==> config.mk <==
export PLATFORM = sky130hd
export DESIGN_NAME = program_memory_loader_flat
export DESIGN_NICKNAME = d
export VERILOG_FILES = /design/src/rtl/program_memory_loader_if.sv /design/src/rtl/program_memory_loader.sv /design/src/flat_wrapper.sv
export SDC_FILE = /design/constraint.sdc
export NUM_CORES = 1
export LEC_CHECK = 0
export CORE_MARGIN = 10
export CORE_UTILIZATION = 50
export CTS_CLUSTER_SIZE = 20
export DETAILED_ROUTE_END_ITERATION = 7
export PLACE_DENSITY = 0.82
export SLEW_MARGIN = 20
export SYNTH_ARGS = -nofsm -noshare
export SYNTH_HDL_FRONTEND = slang
export SYNTH_SLANG_ARGS = --single-unit
==> constraint.sdc <==
create_clock -name clk -period 3.6 [get_ports clk]
set_input_delay 0.72 -clock clk [delete_from_list [all_inputs] [get_ports clk]]
set_output_delay 0.72 -clock clk [all_outputs]
set_load 0.01 [all_outputs]
==> src/rtl/program_memory_loader_if.sv <==
// Byte-stream handshake and instruction-RAM write bus for program_memory_loader.
// The loader uses the slave modport; the byte source / RAM side uses master.
interface program_memory_loader_if #(
  parameter int DATA_WIDTH = 32
);
  logic [7:0]            ByteIn;
  logic                  ByteValid;
  logic                  ByteReady;
  logic                  MemWrite;
  logic [DATA_WIDTH-1:0] WriteAddress;
  logic [DATA_WIDTH-1:0] WriteData;

  modport slave (
    input  ByteIn, ByteValid,
    output ByteReady, MemWrite, WriteAddress, WriteData
  );

  modport master (
    output ByteIn, ByteValid,
    input  ByteReady, MemWrite, WriteAddress, WriteData
  );
endinterface

==> src/rtl/program_memory_loader.sv <==
// Boot loader: length byte N, then 4*N little-endian bytes written as words to instruction RAM.
// Define PROGRAM_LOADER_CHECKSUM_EN to require a trailing 8-bit sum byte before Done.
module program_memory_loader #(
  parameter int MEMORY_DEPTH = 32,
  parameter int DATA_WIDTH   = 32
) (
  input  logic                         clk,
  input  logic                         reset,
  input  logic                         Start,
  program_memory_loader_if.slave       bus,
  output logic                         CpuHold,
  output logic                         Busy,
  output logic                         Done,
  output logic                         Error
);

  localparam int NW = $clog2(MEMORY_DEPTH + 1);

  typedef enum logic [2:0] {IDLE, LEN, DATA, WRITE, CHK, DONE, ERROR} state_t;

  state_t        state;
  logic [NW-1:0] n;
  logic [NW-1:0] idx;
  logic [1:0]    bcnt;
  logic [23:0]   word;
`ifdef PROGRAM_LOADER_CHECKSUM_EN
  logic [7:0]    sum;
`endif

  always_ff @(posedge clk) begin
    if (reset) begin
      state            <= IDLE;
      n                <= '0;
      idx              <= '0;
      bcnt             <= '0;
      word             <= '0;
      bus.ByteReady    <= 1'b0;
      bus.MemWrite     <= 1'b0;
      bus.WriteAddress <= '0;
      bus.WriteData    <= '0;
      CpuHold          <= 1'b0;
      Busy             <= 1'b0;
      Done             <= 1'b0;
      Error            <= 1'b0;
`ifdef PROGRAM_LOADER_CHECKSUM_EN
      sum              <= '0;
`endif
    end else begin
      case (state)
        IDLE, DONE, ERROR: begin
          if (Start) begin
            state         <= LEN;
            bus.ByteReady <= 1'b1;
            Done          <= 1'b0;
            Error         <= 1'b0;
            CpuHold       <= 1'b1;
            Busy          <= 1'b1;
          end
        end

        LEN: begin
          if (bus.ByteValid) begin
            if (bus.ByteIn == 8'd0 || int'(bus.ByteIn) > MEMORY_DEPTH) begin
              state         <= ERROR;
              bus.ByteReady <= 1'b0;
              Busy          <= 1'b0;
              Error         <= 1'b1;
            end else begin
              state <= DATA;
              n     <= NW'(bus.ByteIn);
              idx   <= '0;
              bcnt  <= '0;
`ifdef PROGRAM_LOADER_CHECKSUM_EN
              sum   <= '0;
`endif
            end
          end
        end

        DATA: begin
          if (bus.ByteValid) begin
            bcnt <= bcnt + 2'd1;
`ifdef PROGRAM_LOADER_CHECKSUM_EN
            sum  <= sum + bus.ByteIn;
`endif
            // Lane 3 bypasses the assembly register straight into WriteData.
            case (bcnt)
              2'd0: word[7:0]   <= bus.ByteIn;
              2'd1: word[15:8]  <= bus.ByteIn;
              2'd2: word[23:16] <= bus.ByteIn;
              default: begin
                state            <= WRITE;
                bus.ByteReady    <= 1'b0;
                bus.MemWrite     <= 1'b1;
                bus.WriteAddress <= DATA_WIDTH'({idx, 2'b00});
                bus.WriteData    <= DATA_WIDTH'({bus.ByteIn, word});
              end
            endcase
          end
        end

        WRITE: begin
          bus.MemWrite <= 1'b0;
          idx          <= idx + NW'(1);
          if (idx == n - NW'(1)) begin
`ifdef PROGRAM_LOADER_CHECKSUM_EN
            state         <= CHK;
            bus.ByteReady <= 1'b1;
`else
            state         <= DONE;
            Busy          <= 1'b0;
            Done          <= 1'b1;
            CpuHold       <= 1'b0;
`endif
          end else begin
            state         <= DATA;
            bus.ByteReady <= 1'b1;
          end
        end

`ifdef PROGRAM_LOADER_CHECKSUM_EN
        CHK: begin
          if (bus.ByteValid) begin
            bus.ByteReady <= 1'b0;
            Busy          <= 1'b0;
            if (bus.ByteIn == sum) begin
              state   <= DONE;
              Done    <= 1'b1;
              CpuHold <= 1'b0;
            end else begin
              state   <= ERROR;
              Error   <= 1'b1;
            end
          end
        end
`endif

        default: state <= IDLE;
      endcase
    end
  end

endmodule
==> src/flat_wrapper.sv <==
// flat-port wrapper written by rule: the top's interface ports become plain ports
module program_memory_loader_flat 
#(
  parameter int MEMORY_DEPTH = 32,
  parameter int DATA_WIDTH   = 32
)
  (clk, reset, Start, CpuHold, Busy, Done, Error, bus_ByteIn, bus_ByteValid, bus_ByteReady, bus_MemWrite, bus_WriteAddress, bus_WriteData);
  program_memory_loader_if #(.DATA_WIDTH(DATA_WIDTH)) bus_i ();
  input  logic clk;
  input  logic reset;
  input  logic Start;
  output logic CpuHold;
  output logic Busy;
  output logic Done;
  output logic Error;
  input wire logic [$bits(bus_i.ByteIn)-1:0] bus_ByteIn;
  input wire logic [$bits(bus_i.ByteValid)-1:0] bus_ByteValid;
  output wire logic [$bits(bus_i.ByteReady)-1:0] bus_ByteReady;
  output wire logic [$bits(bus_i.MemWrite)-1:0] bus_MemWrite;
  output wire logic [$bits(bus_i.WriteAddress)-1:0] bus_WriteAddress;
  output wire logic [$bits(bus_i.WriteData)-1:0] bus_WriteData;
  assign bus_i.ByteIn = bus_ByteIn;
  assign bus_i.ByteValid = bus_ByteValid;
  assign bus_ByteReady = bus_i.ByteReady;
  assign bus_MemWrite = bus_i.MemWrite;
  assign bus_WriteAddress = bus_i.WriteAddress;
  assign bus_WriteData = bus_i.WriteData;
  program_memory_loader #(.MEMORY_DEPTH(MEMORY_DEPTH), .DATA_WIDTH(DATA_WIDTH)) u_core (.clk(clk), .reset(reset), .Start(Start), .bus(bus_i), .CpuHold(CpuHold), .Busy(Busy), .Done(Done), .Error(Error));
endmodule
# Yosys cells after proc, flatten, opt, wreduce, memory -nomap -nowiden

Index checks and enable logic that the tools add are counted.

Bits in registers: 85
Output and inout bits: 70

Eq/ne operators: 16
Mux-type cells: 33
Add/sub/neg operators: 3
Reductions and logical operators: 26
Bitwise operators: 2
Order comparisons: 1

Operators with widths:

| operator                                            | number |
|---|---|
| AND reduction 3 bit                                 | 8 |
| 2-to-1 mux 3 bit                                    | 6 |
| 2-to-1 mux 1 bit                                    | 13 |
| 2-to-1 mux 6 bit                                    | 2 |
| != test 2 bit (second input constant)               | 6 |
| one-hot mux 3 bit (4 select lines)                  | 1 |
| one-hot mux 6 bit (2 select lines)                  | 1 |
| AND reduction 4 bit                                 | 3 |
| nonzero test 2 bit                                  | 5 |
| > comparator 8 x 6 -> 1 bit (second input constant) | 1 |
| zero test 8 bit                                     | 1 |
| one-hot mux 1 bit (2 select lines)                  | 4 |
| AND reduction 7 bit                                 | 1 |
| adder 6 x 1 -> 6 bit (second input constant)        | 1 |
| == test 3 x 2 -> 1 bit (second input constant)      | 2 |
| == test 3 bit (second input constant)               | 2 |
| == test 6 bit                                       | 1 |
| 2-to-1 mux 2 bit                                    | 3 |
| OR reduction 3 bit                                  | 2 |
| subtractor 6 x 1 -> 6 bit (second input constant)   | 1 |
| AND reduction 5 bit                                 | 1 |
| != test 2 x 1 -> 1 bit (second input constant)      | 2 |
| one-hot mux 1 bit (4 select lines)                  | 1 |
| one-hot mux 2 bit (2 select lines)                  | 1 |
| 11 further kinds                                    | 12 |

# Depth between registers and ports, before layout

Gate-level depths: netlist of the first run.

Word-level depth: 5
Depth in mapped cells: 8
Mapped depth without buffers: 7

# Least setup slack after synthesis of the first run

OpenSTA, ideal clock, no wires.

Path kind: input port to flip-flop
Start point: in bus_ByteIn[4]
End point: reg u_core.bus.ByteReady
Slack: 1.243 ns
Arrival: 2.234 ns
Stages: 5
Setup time: 0.123 ns
Cells stage by stage: or4_4 > or3_4 > and4_4 > a211oi_2 > mux2_1

Cells in the longest elaborated chain, start to end: 4
Elaborated cells on any way between the ends: 5
Classes of those cells: order compare (1); eq/ne (1); reduce/logical (3)

RTL lines:

| element                                                        | RTL line                       | source |
|---|---|---|
| start, declared                                                | flat_wrapper.sv:16             | `input wire logic [$bits(bus_i.ByteIn)-1:0] bus_ByteIn;` |
| > comparator 8 x 6 -> 1 bit or zero test 8 bit (tied branches) | program_memory_loader.sv:63    | `if (bus.ByteIn == 8'd0 \|\| int'(bus.ByteIn) > MEMORY_DEPTH) begin` |
| logical OR 1 bit *                                             | program_memory_loader.sv:63    |  |
| != test 2 x 1 -> 1 bit (no line) *                             | n/a                            |  |
| AND reduction 7 bit (no line) *                                | n/a                            |  |
| end signal, assigned                                           | program_memory_loader.sv:53    | `bus.ByteReady <= 1'b1;` |
| end signal, assigned                                           | program_memory_loader.sv:65    | `bus.ByteReady <= 1'b0;` |
| end signal, assigned                                           | program_memory_loader.sv:93    | `bus.ByteReady <= 1'b0;` |
| end, declared                                                  | program_memory_loader_if.sv:15 | `output ByteReady, MemWrite, WriteAddress, WriteData` |

Mark *: on every way between the ends. The rest lies on a longest branch, timed or not.
A chain may end at the register's enable or synchronous reset.

# Worst setup path after layout of the first run

Start point: in bus_ByteIn[2]
End point: reg u_core.bus.ByteReady

Same word-level chain as after synthesis.

==> impl_metrics.py, run 1 <==
metrics = {
    "finish": {
        "fin_cells": 606,
        "nets": 520,
        "final_cell_mix": "nand2_1 (109), dfxtp_1 (85), a21oi_1 (73), clkdlybuf4s50_1 (54), nand3_1 (30)",
        "final_common_cell": "nand2_1",
        "layout-drive-gt1-share_pct": 6.51,
        "num_antenna_cells": 0,
        "synthToLayoutAreaGrowth_pct": 18.5,
    },
    "power_and_ir_drop": {
        "intPower_w": 0.00140,
        "sw_frac_of_total_pct": 30.7,
        "p_sw_w": 0.000620,
        "powerDensity_mw_per_mm2": 459,
        "clock_power_share_pct": 32.2,
        "irDropWorstVdd_mv": 0.304,
        "leakage_nw": 1.55,
        "combPwrFrac_pct": 16.4,
        "pwr-share-seq_pct": 51.4,
    },
    "placed_design": {
        "gp_congestion": 0.843,
        "io_buffers": 55,
        "hpwl_microns": 6650,
        "pre_cts_ws_ns": 0.649,
        "dp.cells": 590,
    },
    "timing": {
        "clock_skew_ns": 0.00818,
        "fin_setup_tns_ns": 0,
        "layout_worst_path_cycle_share_pct": 72.5,
        "rsz0062_at_grt": "false",
        "setup_viol": 0,
        "relSlewSlack_pct": 48.1,
        "setup_ws_ns": 0.990,
        "drv_slew": 0,
        "finalHoldViolations": 0,
        "max_slew.worst_pin.slew_ns": 0.772,
        "timing.final.crit_period_ns": 2.61,
        "timing.fmax_mhz": 383,
    },
    "route": {
        "num_vias": 3181,
        "routed_wl_microns": 9080,
        "postRouteAntennaNets": 0,
        "drcViolationCount": 0,
        "drtPass1Iterations": 4,
        "wire_per_inst_microns": 15.0,
        "drt_iter0_drc": 234,
        "vias_per_cell": 5.25,
    },
    "synthesis": {
        "ys_warn_count": 0,
        "synth.avg_cell_area_sq_um": 8.09,
        "synth_edf_count": 0,
        "synth_area_sq_mm": 0.00372,
        "synthCells": 460,
        "seq_area_frac_synth_pct": 45.7,
        "synth_cell_type_count": 53,
        "ys.flop_type": "dfxtp_1",
        "synth-seq-cells": 85,
        "synth-async-reset-ratio_pct": 0,
    },
    "clock_network": {
        "tritoncts": "yes",
        "clk_path_buf_depth": 2,
        "cts-resized-gates": 0,
        "cts.sinks": 85,
        "cts_root_buf": "clkbuf_8",
        "cts_hold_buf": 0,
        "cts-htree-levels": 3,
        "numCtsBuffers": 9,
        "clk_pin_slew_ns": 0.10,
        "insertion_delay_ns": 0.36,
        "cts_setup_buffers": 0,
    },
    "worst_setup_path": {
        "cp_max_fo": 6,
        "r2r_start": "u_core.state[1]",
        "path_class": "in -> reg",
        "worstRegToRegCells": 5,
        "timing.reg2reg.setup_slack_ns": 1.18,
        "end_kind": "flop",
        "startpoint": "bus_ByteIn[2]",
        "start_kind": "input port",
        "crit_required_ns": 3.85,
        "worst_ep_arrival_time_ns": 2.86,
    },
    "global_route": {
        "grt_pass1_vias": 3126,
        "grt_pass1_wl_microns": 15100,
        "antenna_found_initial": 0,
        "grt_max_degree": 69,
        "grt_overflow": 0,
        "grt_usage_pct": 16.2,
    },
    "floorplan": {
        "fp.coreArea_sq_mm": 0.00725,
        "row_count": 31,
        "start_util_pct": 51.3,
        "dieArea_sq_mm": 0.0113,
        "io_pins": 82,
        "die_h_microns": 106,
        "die_w_microns": 106,
    },
    "job": {
        "max_cap_violations": 0,
    },
    "worst_hold_path": {
        "hold_depth": 2,
        "min_from": "u_core.word[16]",
        "hp-class": "reg -> reg",
    },
    "outcome": {
        "status": "finished, final reports clean",
    },
}
==> worst max-delay path, stage by stage <==
cell and delay [ns]:
clkdlybuf4s50_1 0.52, or4_4 0.56, or3_4 0.37, and4_4 0.19, a211oi_2 0.17, mux2_1 0.34
==> kinds of logic after synthesis <==
kind of cell / count (synthesis) / synth area share [%]
buffers and inverters: 63 / 9.18
xor gates and xnor gates: 12 / 2.82
AOI/OAI and AO/OA: 95 / 14.6
other: 1 / 0.101
muxes: 8 / 2.22
adders and majority gates: 6 / 2.02
DFF: 85 / 45.7
and+or+nand+nor: 190 / 23.4
==> power groups by stage <==
stage	Sequential, W	Clock (W)	Combinational (W)
floorplan	0.00102	0	0.000288
global placement	0.00106	0	0.000315
detailed placement	0.00106	0	0.000326
CTS	0.00104	0.000659	0.000329
global route	0.00105	0.000702	0.000364
finish	0.00104	0.000650	0.000332
==> metal layers <==
layer	GRT usage, %	routed length, microns	vias to the layer above
met5	0	0	-
met2	27.2	4560	115
li1	-	-	1584
met1	18.7	3600	1472
met3	5.50	785	10
met4	6.09	135	0
==> registers in the layout, summed over array words and instances (netlist names), 2 cells and up <==
name and cells:
u_core.bcnt 2, u_core.bus.WriteAddress 6, u_core.bus.WriteData 32, u_core.idx 6, u_core.n 6, u_core.state 3
u_core.word 24
==> synthesized netlist by cell type (all sizes together), types with 2 or more instances <==
cell,instances,area [sq um]
o31ai,2,20.0
nor4,3,18.8
and4,2,20.0
a211oi,2,20.0
or3,3,23.8
mux2,2,22.5
nand3,31,160
inv,8,30.0
a21oi,73,365
dfxtp,85,1700
nand4,2,18.8
mux2i,6,60.1
nor2b,5,31.3
a31oi,2,12.5
o21ai,4,20.0
clkbuf,22,82.6
nand2,109,409
xnor2,6,52.6
nand2b,3,18.8
and2,4,25.0
ha,6,75.1
a22oi,2,15.0
nor2,13,48.8
and3b,2,17.5
buf,33,229
xor2,6,52.6
nor3,9,45.0
==> area by class of cell <==
type | instances | area [sq um]
Fill cell | 646 | 2840
Multi-Input combinational cell | 337 | 1770
Sequential cell | 85 | 1700
Timing Repair Buffer | 61 | 591
Clock buffer | 10 | 138
Tap cell | 99 | 124
Clock inverter | 6 | 53.8
Inverter | 8 | 30.0
==> stage by stage <==
step           hold slack, ns  total power, W  utilization [%]  instance area, sq um
6_report                0.453         0.00202             60.8                  4410
5_1_grt                 0.474         0.00211             60.8                  4410
4_1_cts                 0.455         0.00203             60.8                  4410
3_5_place_dp            0.446         0.00139             58.2                  4220
3_3_place_gp            0.443         0.00137             58.2                  4220
2_1_floorplan           0.432         0.00131                -                  3820
==> final timing paths <==
kind / endpoint
max reg2reg: u_core.bus.ByteReady
min: u_core.bus.WriteData[16]
max: u_core.bus.ByteReady
min reg2reg: u_core.bus.WriteData[16]
(Power assumes the default switching activity.)
==> run 2, diff against run 1 <==
--- a/config.mk
+++ b/config.mk
@@ -6,10 +6,10 @@
 export NUM_CORES = 1
 export LEC_CHECK = 0
 export CORE_MARGIN = 10
-export CORE_UTILIZATION = 50
+export CORE_UTILIZATION = 45
 export CTS_CLUSTER_SIZE = 20
 export DETAILED_ROUTE_END_ITERATION = 7
-export PLACE_DENSITY = 0.82
+export PLACE_DENSITY = 0.78
 export SLEW_MARGIN = 20
 export SYNTH_ARGS = -nofsm -noshare
 export SYNTH_HDL_FRONTEND = slang
==> constraint.sdc (replaced) <==
create_clock -name clk -period 2.2 [get_ports clk]
set_input_delay 0.44 -clock clk [delete_from_list [all_inputs] [get_ports clk]]
set_output_delay 0.44 -clock clk [all_outputs]
set_load 0.01 [all_outputs]
==> impl_metrics.py, run 2 (synthesized netlist as in run 1, its figures left out) <==
metrics = {
    "power_and_ir_drop": {
        "irDropWorstVdd_mv": 0.401,
        "powerDensity_mw_per_mm2": 755,
        "p_total_w": 0.00346,
        "leakage_nw": 1.66,
    },
    "placed_design": {
        "hpwl_microns": 6850,
        "gp_congestion": 0.857,
        "pre_cts_ws_ns": -0.466,
        "io_buffers": 55,
    },
    "clock_network": {
        "cts-resized-gates": 1,
        "cts_hold_buf": 0,
        "clk_pin_slew_ns": 0.08,
        "insertion_delay_ns": 0.36,
        "clk_path_buf_depth": 2,
        "numCtsBuffers": 9,
        "cts.sinks": 85,
        "tritoncts": "yes",
        "cts_root_buf": "clkbuf_8",
        "cts_setup_buffers": 0,
        "cts-htree-levels": 3,
    },
    "timing": {
        "max_slew.worst_pin.slew_ns": 0.543,
        "layout_worst_path_cycle_share_pct": 98.9,
        "rsz0062_at_grt": "false",
        "finalHoldViolations": 0,
        "drv_slew": 0,
        "relSlewSlack_pct": 63.8,
        "setup_ws_ns": 0.0246,
        "setup_viol": 0,
        "timing.fmax_mhz": 460,
        "clock_skew_ns": 0.0131,
        "timing.final.crit_period_ns": 2.18,
    },
    "finish": {
        "num_antenna_cells": 0,
        "num-fill-cells": 757,
        "final_core_util_pct": 56.3,
        "top_regs": "u_core.bus.WriteData x32, u_core.word x24",
        "top_register": "u_core.bus.WriteData",
        "final_cell_mix": "nand2_1 (109), dfxtp_1 (85), a21oi_1 (73), clkdlybuf4s50_1 (53), nand3_1 (30)",
        "largest_reg_flops": 32,
        "nets": 540,
        "final_common_cell": "nand2_1",
        "layout-drive-gt1-share_pct": 10.1,
        "synthToLayoutAreaGrowth_pct": 23.1,
    },
    "worst_setup_path": {
        "start_kind": "input port",
        "end_kind": "flop",
        "worstRegToRegCells": 7,
        "r2r_start": "u_core.n[0]",
        "timing.reg2reg.setup_slack_ns": 0.24,
        "path_class": "in -> reg",
        "crit_required_ns": 2.45,
        "cp_max_fo": 3,
        "worst_ep_arrival_time_ns": 2.42,
        "crit_chain": "clkdlybuf4s50_1 -> or4_4 -> or3_4 -> and4_4 -> a211oi_2 -> mux2_1",
        "crit_slowest_cell": "or4_4",
        "rr_endpoint": "u_core.bus.ByteReady",
        "crit_path_max_incr_delay_ns": 0.53,
    },
    "global_route": {
        "grt_pass1_vias": 3299,
        "grt_overflow": 0,
        "grt_pass1_wl_microns": 15400,
        "antenna_found_initial": 0,
        "grt_usage_pct": 14.8,
        "grt_max_degree": 55,
    },
    "route": {
        "vias_per_cell": 5.16,
        "routed_wl_microns": 9350,
        "drcViolationCount": 0,
        "drtPass1Iterations": 4,
        "num_vias": 3262,
        "postRouteAntennaNets": 0,
        "drt_iter0_drc": 205,
        "wire_per_inst_microns": 14.8,
    },
    "worst_hold_path": {
        "min_to": "u_core.bus.WriteAddress[2]",
        "min_from": "reset",
        "hp-class": "in -> reg",
        "hold_depth": 2,
    },
    "floorplan": {
        "io_pins": 82,
        "start_util_pct": 45.8,
        "fp.coreArea_sq_mm": 0.00813,
        "die_w_microns": 111,
        "row_count": 33,
        "dieArea_sq_mm": 0.0123,
        "die_h_microns": 111,
    },
    "job": {
        "max_cap_violations": 0,
    },
    "outcome": {
        "status": "finished, final reports clean",
    },
}
-- run 2: changes by cell type in the layout (fill, tap and decap cells not counted), sizes merged --
cell           change
dlygate4sd2        +1
clkdlybuf4s50      -1
clkinv             -1
bufinv             +1
buf               +20
-- run 2: critical path: cells and delay by family --
kind                   cells  cell delay, ns
multiplexers               1            0.33
AND/OR/NAND/NOR            3            1.08
buffers and inverters      1            0.42
AO/OA/AOI/OAI              1            0.15
-- run 2: cell type report --
cell class / instances / area (sq um) / area share, %
clock buffer: 10 / 138 / 3.00
clock inverter: 6 / 68.8 / 1.50
inverter: 8 / 30.0 / 0.655
multi-input combinational: 337 / 1770 / 38.7
sequential: 85 / 1700 / 37.1
tap: 105 / 131 / 2.87
timing repair buffer: 81 / 739 / 16.1
-- run 2: routing by layer --
layer / track usage (%) / vias up / wire length (microns)
met4: 7.64 / 0 / 187
met1: 15.8 / 1508 / 3730
li1: - / 1627 / -
met3: 4.76 / 13 / 812
met2: 25.4 / 114 / 4620
met5: 0 / - / 0
-- run 2: metrics by stage --
| stage | area [sq um] | hold WS (ns) | TNS, ns | instances |
|---|---|---|---|---|
| floorplan | 3820 | 0.432 | 0 | 485 |
| detailed placement | 4380 | 0.447 | -5.12 | 616 |
| global route | 4580 | 0.432 | 0 | 632 |
| global placement | 4380 | 0.442 | -4.61 | 616 |
| finish | 4580 | 0.420 | 0 | 632 |
| CTS | 4580 | 0.399 | 0 | 632 |
-- run 2: how the worst max path moves through the flow --
stage,to,slack [ns],from
after floorplan,u_core.bus.ByteReady,0.12,bus_ByteIn[4]
after global placement,u_core.bus.ByteReady,-0.45,bus_ByteIn[4]
after detailed placement,u_core.bus.ByteReady,-0.47,bus_ByteIn[4]
after CTS,u_core.bus.ByteReady,0.04,bus_ByteIn[2]
after global routing,u_core.bus.ByteReady,0.006,bus_ByteIn[2]
final,u_core.bus.ByteReady,0.02,bus_ByteIn[2]
-- run 2: power breakdown --
group	internal, W	switching [W]	leakage (nW)
clock network	0.000566	0.000588	0.104
registers	0.00160	0.0000865	0.686
logic	0.000279	0.000341	0.870
total	0.00245	0.00101	1.66
==> run 3, diff against run 2 <==
--- a/config.mk
+++ b/config.mk
@@ -9,6 +9,7 @@
 export CORE_UTILIZATION = 45
 export CTS_CLUSTER_SIZE = 20
 export DETAILED_ROUTE_END_ITERATION = 7
+export GPL_TIMING_DRIVEN = 0
 export PLACE_DENSITY = 0.78
 export SLEW_MARGIN = 20
 export SYNTH_ARGS = -nofsm -noshare
==> impl_metrics.py, run 3 (synthesized netlist as in run 1, its figures left out) <==
metrics = {
    "clock_network": {
        "clk_path_buf_depth": 2,
        "clk_pin_slew_ns": 0.08,
        "insertion_delay_ns": 0.36,
        "cts.sinks": 85,
        "cts_setup_buffers": 0,
        "numCtsBuffers": 9,
        "cts_root_buf": "clkbuf_8",
        "tritoncts": "yes",
        "cts-htree-levels": 3,
    },
    "global_route": {
        "grt_pass1_vias": 3308,
        "grt_pass1_wl_microns": 15800,
        "grt_usage_pct": 15.3,
        "grt_max_degree": 15,
        "grt_overflow": 0,
        "antenna_found_initial": 0,
    },
    "timing": {
        "drv_slew": 0,
        "finalHoldViolations": 0,
        "rsz0062_at_grt": "true",
        "relSlewSlack_pct": 59.9,
        "max_slew.worst_pin.slew_ns": 0.601,
        "fin_setup_tns_ns": 0,
        "clock_skew_ns": 0.0107,
        "timing.final.crit_period_ns": 2.13,
        "setup_viol": 0,
        "timing.fmax_mhz": 470,
        "layout_worst_path_cycle_share_pct": 96.8,
    },
    "placed_design": {
        "dp.cells": 645,
        "hpwl_microns": 7030,
        "gp_congestion": 0.866,
        "io_buffers": 55,
        "placed_cell_area_sq_mm": 0.00450,
    },
    "route": {
        "routed_wl_microns": 9670,
        "drtPass1Iterations": 4,
        "drcViolationCount": 0,
        "num_vias": 3391,
        "drt_iter0_drc": 166,
        "postRouteAntennaNets": 0,
        "vias_per_cell": 5.15,
        "wire_per_inst_microns": 14.7,
    },
    "worst_setup_path": {
        "crit_buf_inv": 1,
        "path_delay_family": "simple AND/OR/NAND/NOR gates",
        "crit_path_end": "u_core.bus.ByteReady",
        "crit_required_ns": 2.45,
        "rr_endpoint": "u_core.bus.ByteReady",
        "r2r_start": "u_core.n[0]",
        "path_depth": 6,
        "timing.reg2reg.setup_slack_ns": 0.16,
        "cp_max_fo": 6,
        "start_kind": "input port",
        "crit_slowest_cell": "or4_4",
        "end_kind": "flop",
        "worstRegToRegCells": 7,
        "worst_ep_arrival_time_ns": 2.38,
        "crit_chain": "dlygate4sd2_1 -> or4_4 -> or3_4 -> and4_4 -> a211oi_2 -> mux2_1",
        "crit_path_max_incr_delay_ns": 0.55,
        "path_class": "in -> reg",
        "startpoint": "bus_ByteIn[2]",
    },
    "finish": {
        "final_cell_mix": "nand2_1 (109), dfxtp_1 (85), a21oi_1 (73), clkdlybuf4s50_1 (51), nand3_1 (30)",
        "num-fill-cells": 741,
        "num_antenna_cells": 0,
        "top_register": "u_core.bus.WriteData",
        "ff_latch_area_sq_mm": 0.00170,
        "final_area_sq_mm": 0.00473,
        "layout-drive-gt1-share_pct": 11.4,
        "synthToLayoutAreaGrowth_pct": 27.2,
        "multi_input_area_sq_mm": 0.00181,
        "largest_reg_flops": 32,
        "nets": 568,
        "final_common_cell": "nand2_1",
        "fin_cells": 659,
        "top_regs": "u_core.bus.WriteData x32, u_core.word x24",
    },
    "floorplan": {
        "die_h_microns": 111,
        "dieArea_sq_mm": 0.0123,
        "die_w_microns": 111,
        "start_util_pct": 45.8,
        "fp.coreArea_sq_mm": 0.00813,
        "row_count": 33,
        "io_pins": 82,
    },
    "power_and_ir_drop": {
        "irDropWorstVdd_mv": 0.385,
        "powerDensity_mw_per_mm2": 741,
        "leakage_nw": 1.74,
        "p_total_w": 0.00351,
    },
    "worst_hold_path": {
        "hold_depth": 3,
        "hp-class": "in -> reg",
    },
    "job": {
        "max_cap_violations": 0,
    },
    "outcome": {
        "status": "finished, final reports clean",
    },
}
[run 3: tightest hold or removal path: cells and delay by family]
family	cells	cell delay, ns
buffers and inverters	1	0.17
and+or+nand+nor	1	0.10
AOI/OAI and AO/OA	1	0.05
[run 3: power by group]
group | switching, W | internal, W | total (W)
registers | 0.0000362 | 0.00160 | 0.00164
clock network | 0.000554 | 0.000639 | 0.00119
logic | 0.000394 | 0.000285 | 0.000678
total | 0.000984 | 0.00252 | 0.00351
[run 3: worst min path at each step]
stage                                         from                        to  slack (ns)
final                                bus_ByteIn[4]  u_core.bus.WriteData[28]        0.45
after global routing                 bus_ByteIn[4]            u_core.word[4]        0.43
after CTS                 u_core.bus.WriteData[13]  u_core.bus.WriteData[13]        0.46
after detailed placement  u_core.bus.WriteData[13]  u_core.bus.WriteData[13]        0.45
after global placement     u_core.bus.WriteData[6]   u_core.bus.WriteData[6]        0.44
after floorplan                     u_core.word[0]   u_core.bus.WriteData[0]        0.43
[run 3: stage by stage]
stage | hold slack (ns) | setup slack [ns] | utilization (%)
2_1_floorplan | 0.432 | 0.123 | -
3_3_place_gp | 0.444 | -0.591 | 55.3
3_5_place_dp | 0.448 | -0.602 | 55.3
4_1_cts | 0.460 | 0.0257 | 58.0
5_1_grt | 0.434 | -0.0291 | 58.2
6_report | 0.446 | 0.0710 | 58.2
[run 3: timing repair]
| action | in CTS | in global routing |
|---|---|---|
| setup endpoints to repair | 19 | 41 |
| hold buffers | 0 | 0 |
| pin swaps | 0 | 0 |
| gates resized for setup | 6 | 11 |
[run 3: area by class of cell]
cell class | count | area share [%]
Multi-Input combinational cell | 337 | 38.2
Sequential cell | 85 | 35.9
Timing Repair Buffer | 55 | 11.4
Buffer | 54 | 6.55
Tap cell | 105 | 2.77
Clock buffer | 10 | 2.70
Clock inverter | 5 | 1.80
Inverter | 8 | 0.634
[run 3: routing by layer]
metal / track usage, % / wire, microns / vias to the layer above
li1: - / - / 1679
met1: 16.8 / 3950 / 1571
met2: 26.3 / 4720 / 120
met3: 4.92 / 772 / 21
met4: 6.86 / 226 / 0
met5: 0 / 0 / -
